$ cat src/rtl/axis_width_upsizer_if.sv
// Stream bundle for the narrow-to-wide packer: narrow s_* input side and wide m_* output side.
// The slave modport is the packer's view; the master modport is the surrounding logic's view.
interface axis_width_upsizer_if #(
   parameter int IN_W  = 8,
   parameter int RATIO = 4
);
   logic [IN_W-1:0]       s_tdata;
   logic                  s_tvalid;
   logic                  s_tlast;
   logic                  s_tready;
   logic [IN_W*RATIO-1:0] m_tdata;
   logic [RATIO-1:0]      m_tkeep;
   logic                  m_tvalid;
   logic                  m_tlast;
   logic                  m_tready;

   modport slave (
      input  s_tdata, s_tvalid, s_tlast, m_tready,
      output s_tready, m_tdata, m_tkeep, m_tvalid, m_tlast
   );

   modport master (
      output s_tdata, s_tvalid, s_tlast, m_tready,
      input  s_tready, m_tdata, m_tkeep, m_tvalid, m_tlast
   );
endinterface

$ cat src/rtl/axis_width_upsizer.sv
// Packs RATIO narrow beats into one wide word with lane keep, framing packets by a
// word counter (PKT_LEN) or an early s_tlast.
module axis_width_upsizer #(
   parameter int IN_W      = 8,
   parameter int RATIO     = 4,
   parameter int PKT_LEN   = 16,
   parameter int MSB_FIRST = 1
)(
   input  logic                 clk,
   input  logic                 rst_n,
   axis_width_upsizer_if.slave  bus,
   output logic [15:0]          o_pkt_cnt
);
   localparam int OUT_W = IN_W * RATIO;
   localparam int BW    = $clog2(RATIO);
   localparam int WW    = (PKT_LEN > 1) ? $clog2(PKT_LEN) : 1;

   logic [BW-1:0]    r_bcnt;
   logic [WW-1:0]    r_wcnt;
   logic [OUT_W-1:0] r_acc;
   logic [RATIO-1:0] r_acc_keep;
   logic [OUT_W-1:0] r_m_tdata;
   logic [RATIO-1:0] r_m_tkeep;
   logic             r_m_tvalid;
   logic             r_m_tlast;
   logic [15:0]      r_pkt_cnt;

   logic             w_s_tready;
   logic             w_s_fire;
   logic             w_m_fire;
   logic             w_done;
   logic             w_wlast;
   logic [BW-1:0]    w_lane;
   logic [OUT_W-1:0] w_acc_nxt;
   logic [RATIO-1:0] w_keep_nxt;

   // Ready depends only on registered output state and the downstream ready.
   assign w_s_tready = !r_m_tvalid || bus.m_tready;
   assign w_s_fire   = bus.s_tvalid && w_s_tready;
   assign w_m_fire   = r_m_tvalid && bus.m_tready;
   assign w_lane     = (MSB_FIRST != 0) ? (BW'(RATIO - 1) - r_bcnt) : r_bcnt;
   assign w_done     = w_s_fire && ((r_bcnt == BW'(RATIO - 1)) || bus.s_tlast);
   assign w_wlast    = (r_wcnt == WW'(PKT_LEN - 1)) || bus.s_tlast;

   always_comb begin
      w_acc_nxt  = r_acc;
      w_keep_nxt = r_acc_keep;
      for (int i = 0; i < RATIO; i++) begin
         if (w_lane == BW'(i)) begin
            w_acc_nxt[i*IN_W +: IN_W] = bus.s_tdata;
            w_keep_nxt[i]             = 1'b1;
         end
      end
   end

   always_ff @(posedge clk or negedge rst_n) begin
      if (!rst_n) begin
         r_bcnt     <= '0;
         r_wcnt     <= '0;
         r_acc      <= '0;
         r_acc_keep <= '0;
         r_m_tdata  <= '0;
         r_m_tkeep  <= '0;
         r_m_tvalid <= 1'b0;
         r_m_tlast  <= 1'b0;
         r_pkt_cnt  <= '0;
      end else begin
         if (w_m_fire) begin
            r_m_tvalid <= 1'b0;
            if (r_m_tlast) r_pkt_cnt <= r_pkt_cnt + 16'd1;
         end
         // A completing beat is only accepted when the output slot is free or draining,
         // so loading here never overwrites an untransferred word.
         if (w_done) begin
            r_m_tdata  <= w_acc_nxt;
            r_m_tkeep  <= w_keep_nxt;
            r_m_tlast  <= w_wlast;
            r_m_tvalid <= 1'b1;
            r_acc      <= '0;
            r_acc_keep <= '0;
            r_bcnt     <= '0;
            r_wcnt     <= w_wlast ? '0 : r_wcnt + WW'(1);
         end else if (w_s_fire) begin
            r_acc      <= w_acc_nxt;
            r_acc_keep <= w_keep_nxt;
            r_bcnt     <= r_bcnt + BW'(1);
         end
      end
   end

   assign bus.s_tready = w_s_tready;
   assign bus.m_tdata  = r_m_tdata;
   assign bus.m_tkeep  = r_m_tkeep;
   assign bus.m_tvalid = r_m_tvalid;
   assign bus.m_tlast  = r_m_tlast;
   assign o_pkt_cnt    = r_pkt_cnt;
endmodule

$ cat src/flat_wrapper.sv
// flat-port wrapper written by rule: the top's interface ports become plain ports
module axis_width_upsizer_flat 
#(
   parameter int IN_W      = 8,
   parameter int RATIO     = 4,
   parameter int PKT_LEN   = 16,
   parameter int MSB_FIRST = 1
)
  (clk, rst_n, o_pkt_cnt, bus_s_tdata, bus_s_tvalid, bus_s_tlast, bus_m_tready, bus_s_tready, bus_m_tdata, bus_m_tkeep, bus_m_tvalid, bus_m_tlast);
  axis_width_upsizer_if #(.IN_W(IN_W), .RATIO(RATIO)) bus_i ();
  input  logic clk;
  input  logic rst_n;
  output logic [15:0] o_pkt_cnt;
  input wire logic [$bits(bus_i.s_tdata)-1:0] bus_s_tdata;
  input wire logic [$bits(bus_i.s_tvalid)-1:0] bus_s_tvalid;
  input wire logic [$bits(bus_i.s_tlast)-1:0] bus_s_tlast;
  input wire logic [$bits(bus_i.m_tready)-1:0] bus_m_tready;
  output wire logic [$bits(bus_i.s_tready)-1:0] bus_s_tready;
  output wire logic [$bits(bus_i.m_tdata)-1:0] bus_m_tdata;
  output wire logic [$bits(bus_i.m_tkeep)-1:0] bus_m_tkeep;
  output wire logic [$bits(bus_i.m_tvalid)-1:0] bus_m_tvalid;
  output wire logic [$bits(bus_i.m_tlast)-1:0] bus_m_tlast;
  assign bus_i.s_tdata = bus_s_tdata;
  assign bus_i.s_tvalid = bus_s_tvalid;
  assign bus_i.s_tlast = bus_s_tlast;
  assign bus_i.m_tready = bus_m_tready;
  assign bus_s_tready = bus_i.s_tready;
  assign bus_m_tdata = bus_i.m_tdata;
  assign bus_m_tkeep = bus_i.m_tkeep;
  assign bus_m_tvalid = bus_i.m_tvalid;
  assign bus_m_tlast = bus_i.m_tlast;
  axis_width_upsizer #(.IN_W(IN_W), .RATIO(RATIO), .PKT_LEN(PKT_LEN), .MSB_FIRST(MSB_FIRST)) u_core (.clk(clk), .rst_n(rst_n), .bus(bus_i), .o_pkt_cnt(o_pkt_cnt));
endmodule
$ cat config.mk
export PLATFORM = sky130hd
export DESIGN_NAME = axis_width_upsizer_flat
export DESIGN_NICKNAME = d
export VERILOG_FILES = /design/src/rtl/axis_width_upsizer_if.sv /design/src/rtl/axis_width_upsizer.sv /design/src/flat_wrapper.sv
export SDC_FILE = /design/constraint.sdc
export NUM_CORES = 1
export LEC_CHECK = 0
export CAP_MARGIN = 30
export CORE_UTILIZATION = 25
export CTS_CLUSTER_SIZE = 20
export DETAILED_ROUTE_END_ITERATION = 6
export SYNTH_ARGS = -nofsm -noshare
export SYNTH_HDL_FRONTEND = slang
export SYNTH_SLANG_ARGS = --single-unit
$ cat constraint.sdc
create_clock -name clk -period 2.13 [get_ports clk]
set_input_delay 0.426 -clock clk [delete_from_list [all_inputs] [get_ports clk]]
set_output_delay 0.426 -clock clk [all_outputs]
set_load 0.05 [all_outputs]
# [Word level (Yosys, flattened, before mapping)]
# Index checks and enable logic that the tools add are counted.
[op_classes] addsub=4 n_eq_ne=5 mux=17 reduce_logical=11
[op_table] operator="32-bit two-way mux" count=2
[op_table] operator="8-bit two-way mux" count=4
[op_table] operator="16-bit by 1-bit adder with 16-bit output, second input constant" count=1
[op_table] operator="4-bit two-way mux" count=3
[op_table] operator="2-bit == test, second input constant" count=3
[op_table] operator="1-bit two-way mux" count=6
[op_table] operator="4-bit by 1-bit adder with 4-bit output, second input constant" count=1
[op_table] operator="4-bit == test, second input constant" count=1
[op_table] operator="2-bit two-way mux" count=2
[op_table] operator="2-bit nonzero test" count=2
[op_table] operator="1-bit logical AND" count=3
[op_table] operator="1-bit logical OR" count=3
[op_table] operator="2-bit by 1-bit adder with 2-bit output, second input constant" count=1
[op_table] operator="2-bit by 1-bit == test with 1-bit output, second input constant" count=1
[op_table] operator="2-bit zero test" count=1
[op_table] operator="2-bit AND reduction" count=1
[op_table] operator="2-bit subtractor, first input constant" count=1
[op_table] operator="1-bit zero test" count=1
[totals] register_bits=96 in_bits=13 out_inout_bits=55

# [Longest topological paths before layout]
[logic_depth] depth_word=5 depth_mapped=7 ltp_nobuf=5

# [Worst setup path after synthesis]
# OpenSTA, ideal clock, no wires.
[synth_timing] path_kind="register -> register" start="register u_core.r_m_tvalid (netlist: u_core.bus.m_tvalid)" end="register u_core.r_acc[10]" arrival_ns=1.655 t_required_ns=2.009 path_slack_ns=0.354 stages_incl_launch_ff=6 synth_period_minus_slack_ns=1.776 cell_sequence="dfrtp_1 > nand2b_4 > and2_1 > and3_1 > buf_2 > a22o_1"
[synth_between] elab_chain_cells=5 word_cells_on_any_way=6
[synth_rtl] element="start: declaration" line="axis_width_upsizer.sv:24" rtl="logic r_m_tvalid;"
[synth_rtl] element="start signal: assignment" line="axis_width_upsizer.sv:64" rtl="r_m_tvalid <= 1'b0;"
[synth_rtl] element="start signal: assignment" line="axis_width_upsizer.sv:69" rtl="r_m_tvalid <= 1'b0;"
[synth_rtl] element="start signal: assignment" line="axis_width_upsizer.sv:78" rtl="r_m_tvalid <= 1'b1;"
[synth_rtl] element="1-bit zero test (*)" line="axis_width_upsizer.sv:38" rtl="assign w_s_tready = !r_m_tvalid || bus.m_tready;"
[synth_rtl] element="1-bit logical OR (*)" line="axis_width_upsizer.sv:38"
[synth_rtl] element="via bus_s_tready" line="flat_wrapper.sv:18" rtl="output wire logic [$bits(bus_i.s_tready)-1:0] bus_s_tready;"
[synth_rtl] element="1-bit logical AND (*)" line="axis_width_upsizer.sv:39" rtl="assign w_s_fire = bus.s_tvalid && w_s_tready;"
[synth_rtl] element="1-bit logical AND" line="axis_width_upsizer.sv:42" rtl="assign w_done = w_s_fire && ((r_bcnt == BW'(RATIO - 1)) || bus.s_tlast);"
[synth_rtl] element="32-bit two-way mux or 2-bit nonzero test (tied branches)"
[synth_rtl] element="end signal: assignment" line="axis_width_upsizer.sv:84" rtl="r_acc <= w_acc_nxt;"
[synth_rtl] element="end: declaration" line="axis_width_upsizer.sv:20" rtl="logic [OUT_W-1:0] r_acc;"
# Mark *: on every way through the listed nets, which the timed path passes. The rest lies on a longest branch.
# A chain may end at the register's enable or synchronous reset.

# [Worst setup path after layout]
[layout_timing] start="register u_core.r_pkt_cnt[2] (netlist: u_core.o_pkt_cnt[2])" end="output o_pkt_cnt[2]"
[layout_rtl] element="start: declaration" line="axis_width_upsizer.sv:26" rtl="logic [15:0] r_pkt_cnt;"
[layout_rtl] element="start signal: assignment" line="axis_width_upsizer.sv:70" rtl="if (r_m_tlast) r_pkt_cnt <= r_pkt_cnt + 16'd1;"
[layout_rtl] element="end: declaration" line="flat_wrapper.sv:13" rtl="output logic [15:0] o_pkt_cnt;"
# No word-level cell between the ends.

==> impl_results.md <==
* DR iter-0 viols at 137
* Clock share of power at 27.2%
* Top delay family on crit path: buffers and inverters
* Register-to-register setup slack at 0.41 ns
* WL met3 at 391 um
* Final min period at 2.08 ns
* FILL cells at 1611
* Normalized max-slew margin at 61.5%
* RR Endpoint: u_core.r_acc[29]
* Net switching power at 0.00224 W
* Yosys Warn Count at 0
* Compound-Gate Fraction of Synth Area at 11.9%
* Slew Viols, Final at 0
* Setup ws final at 0.0471 ns
* Power per cell area at 1140 nW/um2
* Combinational power share at 33.1%
* Syn_nets at 366
* Arr. time, crit path at 1.66 ns
* Hpwl dp at 6610 um
* Slowest cell on crit path: clkdlybuf4s50_1
* Max incr delay on CP at 0.85 ns
* I/O pin count at 68
* DRT antenna net count at 0
* CTS tree: built
* Post-CTS Setup Bufs at 0
* Diode count at 0
* Final layout net count at 435
* Max layer used: met4
* Number of buffers created by CTS at 9
* Post-synthesis register bit count at 96
* Drt total wl at 9210 um
* Num rows at 46
* LEAKAGE at 2.37 nW
* Max Cap Viol at 0
* Clock Path Buffers at 2
* Worst Tran Pin Value at 0.574 ns
* Vias/cell at 4.34
* Status: complete, no violations
* Cells along the critical path: clkdlybuf4s50_1
* Post-place setup slack at 0.127 ns
* Area of the core at 15900 um2
* DR WL/cell at 14.5 um
* Post-Synth XOR/XNOR Area at 3.23%
* R2R Path Start: u_core.r_bcnt[0]
* Post-Synth Simple-Gate Area at 13.0%
* Drc violations at 0
* Commonest non-fill, non-tap cell in the layout: dfrtp_1
* H-tree levels at 3
* CP endpoint kind: output pin
* Sequential share of the synthesized area at 59.1%
* # clock sinks at 96
* Fin util at 33.6%
* Met2 wire length at 4280 um
* TNS Setup at 0 ns
* Crit path kind: flop to output pin
* IO Port Bufs at 67
* Total track usage at 11.7%
* Post_cts resized at 0
* Largest net degree at the start of global routing at 59
* Area of the mapped netlist at 4070 um2
* Largest family of logic cells by synthesized area: simple AND/OR/NAND/NOR gates
* Ranking of synthesized cells by area: dfrtp_1 (59%), mux2i_1 (7.9%), a22o_1 (5.4%), o21ai_0 (4.7%), nand2_1 (4.5%)
* Vias after detailed routing at 2766
* Hold Buf Count CTS at 1
* Die width at 130 um
* Fin crit share at 97.8%
* Clock tree root buffer cell: clkbuf_16
* Adder-Cell Fraction of Synth Area at 1.85%
* Peak supply drop at 0.435 mV
* CP required at 1.70 ns
* Vias in the first global route at 2728
* Mux contribution to synthesized area at 8.15%
* Mapped Avg Cell Area at 11.7 um2
* Yosys top cell area share at 59.1%
* Die area at 16800 um2
* Worst skew pair latency at 0.34 ns
* Final setup vio count at 0
* Synth area leader: dfrtp_1
* Share of cells above drive strength 1 at 9.50%
* Critical path peak fanout at 5
* Total power at 0.00606 W
* Internal power at 0.00383 W
* Initial Utilization at 25.6%
* Endpoints failing hold at 0
* CP Buf/Inv Count at 1
* Die height at 130 um
* RSZ-0062 raised after global routing: false
* Drt pass-1 iters at 4
* Mapped Cells at 347
* Synth unique cells at 38
* Most frequent cells in the layout: dfrtp_1 (96), clkdlybuf4s50_1 (65), nand2_1 (49)
* Layout Area Growth over Synthesis at 31.3%
* Clock transition at path regs at 0.07 ns
* Sequential share of power at 39.7%
* Antenna violations before repair at 0
* Overflow after GRT at 0
* Crit start category: flop
* HP Class: input pin to asynchronous set/reset pin
* First-pass GRT wire length at 14900 um
* Worst-case reg-to-reg path depth at 4
* RePlAce Congestion at 0.713
* Switching share of power at 36.9%
* Post-Route M1 WL at 4450 um
* Fmax at 480 MHz
* Skew final at 0.00824 ns
[power by group through the flow]
stage               Clock, W  Combinational [W]  Sequential (W)
global placement           0            0.00200         0.00243
CTS                  0.00171            0.00203         0.00241
global route         0.00178            0.00214         0.00246
finish               0.00165            0.00201         0.00241
detailed placement         0            0.00203         0.00244
floorplan                  0           0.000586         0.00314
[cell usage after synthesis (all sizes together)]
cell type / count
nor4b: 1
mux2: 1
nor2: 10
inv: 5
and4: 1
o21ai: 43
clkbuf: 7
buf: 12
and3: 7
xnor2: 7
xor2: 8
o31ai: 1
a31o: 1
nand3: 7
mux2i: 32
ha: 6
nand2: 49
nand4: 2
or2: 2
nor4: 1
nor3: 6
a211o: 1
a22o: 25
nand2b: 1
nor2b: 1
a21oi: 3
nor3b: 1
and2: 10
dfrtp: 96
[per-stage QoR]
stage | area (um2) | hold WS [ns] | cells
after floorplan | 4070 | 0.130 | 347
after global placement | 5030 | 0.279 | 620
after detailed placement | 5030 | 0.282 | 620
after CTS | 5340 | 0.456 | 637
after global routing | 5340 | 0.476 | 637
final | 5340 | 0.462 | 637
[registers in the layout, indices dropped and copies added, names as in the netlist]
name,flops
u_core.bus.m_tvalid,1
u_core.r_wcnt,4
u_core.r_acc,32
u_core.bus.m_tlast,1
u_core.r_bcnt,2
u_core.o_pkt_cnt,16
u_core.r_acc_keep,4
u_core.bus.m_tkeep,4
u_core.bus.m_tdata,32
[layout make-up]
| class | count | area (um2) | area share [%] |
|---|---|---|---|
| inverters | 5 | 18.8 | 0.351 |
| clock inverters | 5 | 63.8 | 1.19 |
| multi-input cells | 227 | 1550 | 29.0 |
| clock buffers | 11 | 243 | 4.54 |
| flip-flops and latches | 96 | 2400 | 45.0 |
| well taps | 216 | 270 | 5.06 |
| repair buffers | 77 | 793 | 14.8 |
[layer usage]
metal / global-route usage [%] / up-vias
met4: 3.28 / 0
li1: - / 1344
met3: 3.01 / 8
met2: 18.1 / 46
met5: 0 / -
met1: 16.3 / 1368
[cells by family after synthesis]
group / after synthesis
AND/OR/NAND/NOR: 99
flip-flops: 96
AO/OA/AOI/OAI: 74
multiplexers: 33
buffers and inverters: 24
XOR/XNOR: 15
adder cells (fa/ha/maj): 6
[how the worst max path moves through the flow]
stage	start	endpoint	slack [ns]	cells past startpoint
floorplan	u_core.bus.m_tvalid	u_core.r_acc[10]	0.35	5
global placement	bus_m_tready	u_core.r_acc[18]	0.18	5
detailed placement	bus_m_tready	u_core.r_acc[29]	0.13	5
CTS	u_core.o_pkt_cnt[2]	o_pkt_cnt[2]	0.04	1
global route	u_core.o_pkt_cnt[3]	o_pkt_cnt[3]	0.02	1
finish	u_core.o_pkt_cnt[2]	o_pkt_cnt[2]	0.05	1
No activity file was read; power rests on OpenSTA's default activity.
